===== src/rtl/kernel_entry_ctrl_if.sv =====
// Decode-stage trap interface between the pipeline front end and kernel_entry_ctrl.
// The pipeline drives the master side and kernel_entry_ctrl sits on the slave side.
interface kernel_entry_ctrl_if #(
  parameter int unsigned IRQ_W = 4
);
  logic [IRQ_W-1:0] irq;
  logic [IRQ_W-1:0] irq_en;
  logic             syscall;
  logic             eret;
  logic [15:0]      pc_in;
  logic             pipe_empty;
  logic             stall;
  logic             in_kernel;
  logic             pc_load;
  logic [15:0]      pc_vector;
  logic [15:0]      epc;
  logic [3:0]       cause;
  logic             restore;

  modport master (
    output irq, irq_en, syscall, eret, pc_in, pipe_empty,
    input  stall, in_kernel, pc_load, pc_vector, epc, cause, restore
  );

  modport slave (
    input  irq, irq_en, syscall, eret, pc_in, pipe_empty,
    output stall, in_kernel, pc_load, pc_vector, epc, cause, restore
  );
endinterface


===== src/rtl/kernel_entry_ctrl.sv =====
// Sequences user/kernel transitions: drains the pipe, vectors to the handler and,
// on eret, restores the shadowed registers and jumps back to the saved PC.
module kernel_entry_ctrl #(
  parameter logic [15:0] VEC_BASE = 16'h0100,
  parameter int unsigned IRQ_W    = 4
) (
  input logic                clock,
  input logic                reset,
  kernel_entry_ctrl_if.slave bus
);

  typedef enum logic [2:0] {
    StUser,
    StDrain,
    StEnter,
    StKernel,
    StRestore
  } state_e;

  state_e           state;
  logic [IRQ_W-1:0] pend;
  logic             trig;
  logic [3:0]       cause_nxt;

  assign pend = bus.irq & bus.irq_en;
  assign trig = bus.syscall | (|pend);

  // Syscall beats every irq; among irqs the lowest index wins.
  always_comb begin
    cause_nxt = 4'd0;
    for (int i = IRQ_W - 1; i >= 0; i--) begin
      if (pend[i]) cause_nxt = 4'(i + 2);
    end
    if (bus.syscall) cause_nxt = 4'd1;
  end

  always_ff @(posedge clock) begin
    if (!reset) begin
      state         <= StUser;
      bus.stall     <= 1'b0;
      bus.in_kernel <= 1'b0;
      bus.pc_load   <= 1'b0;
      bus.restore   <= 1'b0;
      bus.pc_vector <= 16'h0000;
      bus.epc       <= 16'h0000;
      bus.cause     <= 4'd0;
    end else begin
      bus.pc_load <= 1'b0;
      bus.restore <= 1'b0;
      unique case (state)
        StUser: begin
          bus.in_kernel <= 1'b0;
          bus.stall     <= 1'b0;
          if (trig) begin
            bus.epc   <= bus.pc_in;
            bus.cause <= cause_nxt;
            bus.stall <= 1'b1;
            state     <= StDrain;
          end
        end
        StDrain: begin
          // Stay out of kernel mode so the backup block captures the last user values.
          if (bus.pipe_empty) begin
            bus.in_kernel <= 1'b1;
            bus.pc_load   <= 1'b1;
            bus.pc_vector <= VEC_BASE + {8'h00, bus.cause, 4'h0};
            state         <= StEnter;
          end
        end
        StEnter: begin
          bus.stall <= 1'b0;
          state     <= StKernel;
        end
        StKernel: begin
          if (bus.eret) begin
            bus.stall     <= 1'b1;
            bus.restore   <= 1'b1;
            bus.pc_load   <= 1'b1;
            bus.pc_vector <= bus.epc;
            state         <= StRestore;
          end
        end
        StRestore: begin
          bus.in_kernel <= 1'b0;
          bus.stall     <= 1'b0;
          bus.cause     <= 4'd0;
          state         <= StUser;
        end
        default: state <= StUser;
      endcase
    end
  end

endmodule


===== src/flat_wrapper.sv =====
// flat-port wrapper written by rule: the top's interface ports become plain ports
module kernel_entry_ctrl_flat 
#(
  parameter logic [15:0] VEC_BASE = 16'h0100,
  parameter int unsigned IRQ_W    = 4
)
  (clock, reset, bus_irq, bus_irq_en, bus_syscall, bus_eret, bus_pc_in, bus_pipe_empty, bus_stall, bus_in_kernel, bus_pc_load, bus_pc_vector, bus_epc, bus_cause, bus_restore);
  kernel_entry_ctrl_if #(.IRQ_W(IRQ_W)) bus_i ();
  input logic clock;
  input logic reset;
  input wire logic [$bits(bus_i.irq)-1:0] bus_irq;
  input wire logic [$bits(bus_i.irq_en)-1:0] bus_irq_en;
  input wire logic [$bits(bus_i.syscall)-1:0] bus_syscall;
  input wire logic [$bits(bus_i.eret)-1:0] bus_eret;
  input wire logic [$bits(bus_i.pc_in)-1:0] bus_pc_in;
  input wire logic [$bits(bus_i.pipe_empty)-1:0] bus_pipe_empty;
  output wire logic [$bits(bus_i.stall)-1:0] bus_stall;
  output wire logic [$bits(bus_i.in_kernel)-1:0] bus_in_kernel;
  output wire logic [$bits(bus_i.pc_load)-1:0] bus_pc_load;
  output wire logic [$bits(bus_i.pc_vector)-1:0] bus_pc_vector;
  output wire logic [$bits(bus_i.epc)-1:0] bus_epc;
  output wire logic [$bits(bus_i.cause)-1:0] bus_cause;
  output wire logic [$bits(bus_i.restore)-1:0] bus_restore;
  assign bus_i.irq = bus_irq;
  assign bus_i.irq_en = bus_irq_en;
  assign bus_i.syscall = bus_syscall;
  assign bus_i.eret = bus_eret;
  assign bus_i.pc_in = bus_pc_in;
  assign bus_i.pipe_empty = bus_pipe_empty;
  assign bus_stall = bus_i.stall;
  assign bus_in_kernel = bus_i.in_kernel;
  assign bus_pc_load = bus_i.pc_load;
  assign bus_pc_vector = bus_i.pc_vector;
  assign bus_epc = bus_i.epc;
  assign bus_cause = bus_i.cause;
  assign bus_restore = bus_i.restore;
  kernel_entry_ctrl #(.VEC_BASE(VEC_BASE), .IRQ_W(IRQ_W)) u_core (.clock(clock), .reset(reset), .bus(bus_i));
endmodule

===== config.mk =====
export PLATFORM = sky130hd
export DESIGN_NAME = kernel_entry_ctrl_flat
export DESIGN_NICKNAME = d
export VERILOG_FILES = /design/src/rtl/kernel_entry_ctrl_if.sv /design/src/rtl/kernel_entry_ctrl.sv /design/src/flat_wrapper.sv
export SDC_FILE = /design/constraint.sdc
export NUM_CORES = 1
export LEC_CHECK = 0
export ABC_AREA = 1
export BUFFER_PORTS_ARGS = -buffer_cell sky130_fd_sc_hd__buf_2
export CAP_MARGIN = 20
export CORE_ASPECT_RATIO = 0.8
export CORE_MARGIN = 2
export CORE_UTILIZATION = 35
export CTS_CLUSTER_DIAMETER = 150
export DETAILED_ROUTE_END_ITERATION = 10
export PLACE_DENSITY_LB_ADDON = 0.05
export SYNTH_ARGS = -nofsm -noshare
export SYNTH_HDL_FRONTEND = slang
export SYNTH_SLANG_ARGS = --single-unit

===== constraint.sdc =====
create_clock -name clock -period 1.15 [get_ports clock]
set_input_delay 0.115 -clock clock [delete_from_list [all_inputs] [get_ports clock]]
set_output_delay 0.115 -clock clock [all_outputs]
set_load 0.005 [all_outputs]

==> flow_summary.ini <==
[floorplan]
pin_count = 69
die_w_um = 83.63
coreArea_sq_um = 4950
die_area_sq_um = 5662
core.rowCount = 23
initial_core_util_pct = 35.87
die_h_um = 67.71

[grt]
grt_usage_pct = 16.87
grt_start_max_net_pins = 24
grt_pass1_wl_mm = 7.438
antenna_found_initial = 0
grt_pass1_vias = 1587
grt-ovfl-total = 0

[sta]
fin_crit_ns = 1.208
rsz0062_at_grt = true
finClkSkew_ns = 0.003742
period_share_pct = 105.1
hold_viol = 0
finalMaxSlewViolations = 0
setup_violations = 37
fmax_mhz = 827.7
hold_ws_ns = 0.05232
fin_ws_ns = -0.05822

[job]
maxCapViolations = 0

[placement]
dp_cells = 366
place_hpwl_mm = 3.325
io_buffers = 67
gp_congestion = 0.8201
pre_cts_slack_ns = -0.05832
place_area_sq_um = 2276

[yosys]
ys_ff_latch = 42
synth_edf_count = 0
yosysTopAreaCellShare_pct = 47.36
synth_area_sq_um = 1775
ys_warn_count = 0
yosysTopAreaCell = dfxtp_1
synthesis.nets = 258
syn_inst = 229
synthTopCellsByArea = dfxtp_1 47%, nor2_1 9.7%, nand2_1 8.0%
yosysMostFrequentCell = nor2_1
synthDistinctLibCells = 24
synth-main-ff-cell = dfxtp_1
postSynth.asyncResetShare_pct = 0
synth_area_per_cell_sq_um = 7.753
yosysSeqAreaShare_pct = 47.36
synth_common_cells = 46 x nor2_1, 42 x dfxtp_1, 38 x nand2_1, 26 x o21ai_0, 18 x nand3_1

[critical_path]
path_depth = 6
cp-endpoint = u_core.bus.epc[12]
critPathBufInv = 1
r2r-end = u_core.bus.epc[12]
startpoint = u_core.state[1]
r2r-start = u_core.state[1]
worst-endpoint-required_ns = 1.34
crit_arrival_ns = 1.40
cp_slowest_cell = dfxtp_4
path_class = reg2reg
crit_chain = nor2_4, nand2_2, o21bai_4, buf_6, o21ai_2, nor2_1
cp_max_fo = 6
critical-path-max-stage-delay_ns = 0.37
rrSetupSlack_ns = -0.06
end_kind = register
r2r_cells = 6
cp_top_family = flip-flops
cp-start-kind = register

[cts]
clock_path_buffers = 2
clk_latency_ns = 0.29
cts_tree = yes
clk_transition_reported_paths_ns = 0.08
clock-sinks = 42
cts_buffers = 5
htreeDepth = 2
clock-root-buffer = clkbuf_8

[finish]
finalNonFillerCells = 377
register_area_sq_um = 849.6
fill_cells = 529
final_area_sq_um = 2565
syn2layout_area_growth_pct = 44.47
layout-drive-gt1-share_pct = 49.21
diodes = 0
nets = 343
multi_input_area_sq_um = 914.6

[power]
irDropWorstVdd_uv = 693.7
p_per_area_nw_per_um2 = 1528
leakagePower_nw = 1.242

[route]
drt_pass1_iterations = 4
vias = 1724
antenna_left = 0
routedWlPerCell_um = 12.33
wl_mm = 4.648
drtIter0Drc = 47
viasPerCell = 4.573
drc = 0

[run_status]
outcome = finished with violations
failed_checks = negative setup slack

[hold_path]
hold_path.class = in2reg
==> layer usage <==
| layer | vias up | part of all wire [%] | wire length [um] | GRT usage, % |
|---|---|---|---|---|
| li1 | 908 | - | - | - |
| met1 | 752 | 47 | 2183 | 22.97 |
| met2 | 59 | 44 | 2028 | 25.60 |
| met4 | 0 | 1.1 | 51 | 5.444 |
| met3 | 5 | 8.2 | 383 | 5.379 |
| met5 | - | 0 | 0 | 0 |
==> placed cells by master, fill, tap and decap left out, types with 4 or more instances in the layout <==
cell type and n:
a21oi_1 5, buf_2 67, buf_4 15, buf_6 6, clkbuf_8 5, dfxtp_1 39
inv_1 10, nand2_1 34, nand2_2 4, nand3_1 15, nor2_1 42, nor2_2 6
o21ai_1 7, o21ai_2 26
==> flip-flops by register name, indices dropped and copies added (netlist names) <==
register,flops
u_core.bus.stall,1
u_core.bus.cause,3
u_core.state,3
u_core.bus.epc,16
u_core.bus.restore,1
u_core.bus.pc_vector,16
u_core.bus.in_kernel,1
u_core.bus.pc_load,1
==> through the flow <==
step	utilization, %	power (W)	TNS (ns)
finish	51.82	0.003920	-0.9934
floorplan	-	0.002294	-0.07552
global route	51.82	0.004156	-3.581
global placement	45.98	0.002635	-0.6588
CTS	49.80	0.003870	-0.9954
detailed placement	45.98	0.002637	-0.9029
==> worst min-delay path by stage <==
stage,start,endpoint,cells after the start
floorplan,bus_syscall,u_core.bus.cause[0],2
global placement,bus_pc_in[4],u_core.bus.epc[4],3
detailed placement,bus_pc_in[4],u_core.bus.epc[4],3
CTS,bus_pc_in[4],u_core.bus.epc[4],3
global route,bus_pc_in[9],u_core.bus.epc[9],3
finish,bus_pc_in[10],u_core.bus.epc[10],3
==> cell type report <==
type | instances | area share (%)
clock buffer | 7 | 2.976
clock inverter | 1 | 1.171
inverter | 17 | 3.171
multi-input combinational | 159 | 35.66
sequential | 42 | 33.12
tap | 62 | 3.024
timing repair buffer | 89 | 20.88
==> cell families after synthesis <==
kind of cell / share of synthesized area, %
AND/OR/NAND/NOR: 28.05
AO/OA/AOI/OAI: 15.43
flip-flops: 47.36
buffers and inverters: 8.950
other: 0.2112
==> power by group <==
part	leakage, nW	switching (W)	internal, W
sequential	0.346	0.000117	0.00161
combinational	0.844	0.000574	0.000470
clock	0.0524	0.000500	0.000650
==> repair_timing <==
| action | in CTS | in global routing |
|---|---|---|
| gates resized for setup | 27 | 28 |
| hold buffers | 0 | 0 |
| endpoints found under the setup margin | 34 | 39 |
| setup buffers | 1 | 2 |
| pin swaps | 1 | 8 |
==> tightest hold or removal path, stage by stage <==
cell     delay (ns)
buf_2          0.08
o21ai_2        0.05
nor2_1         0.06
No activity file was read; power rests on OpenSTA's default activity.
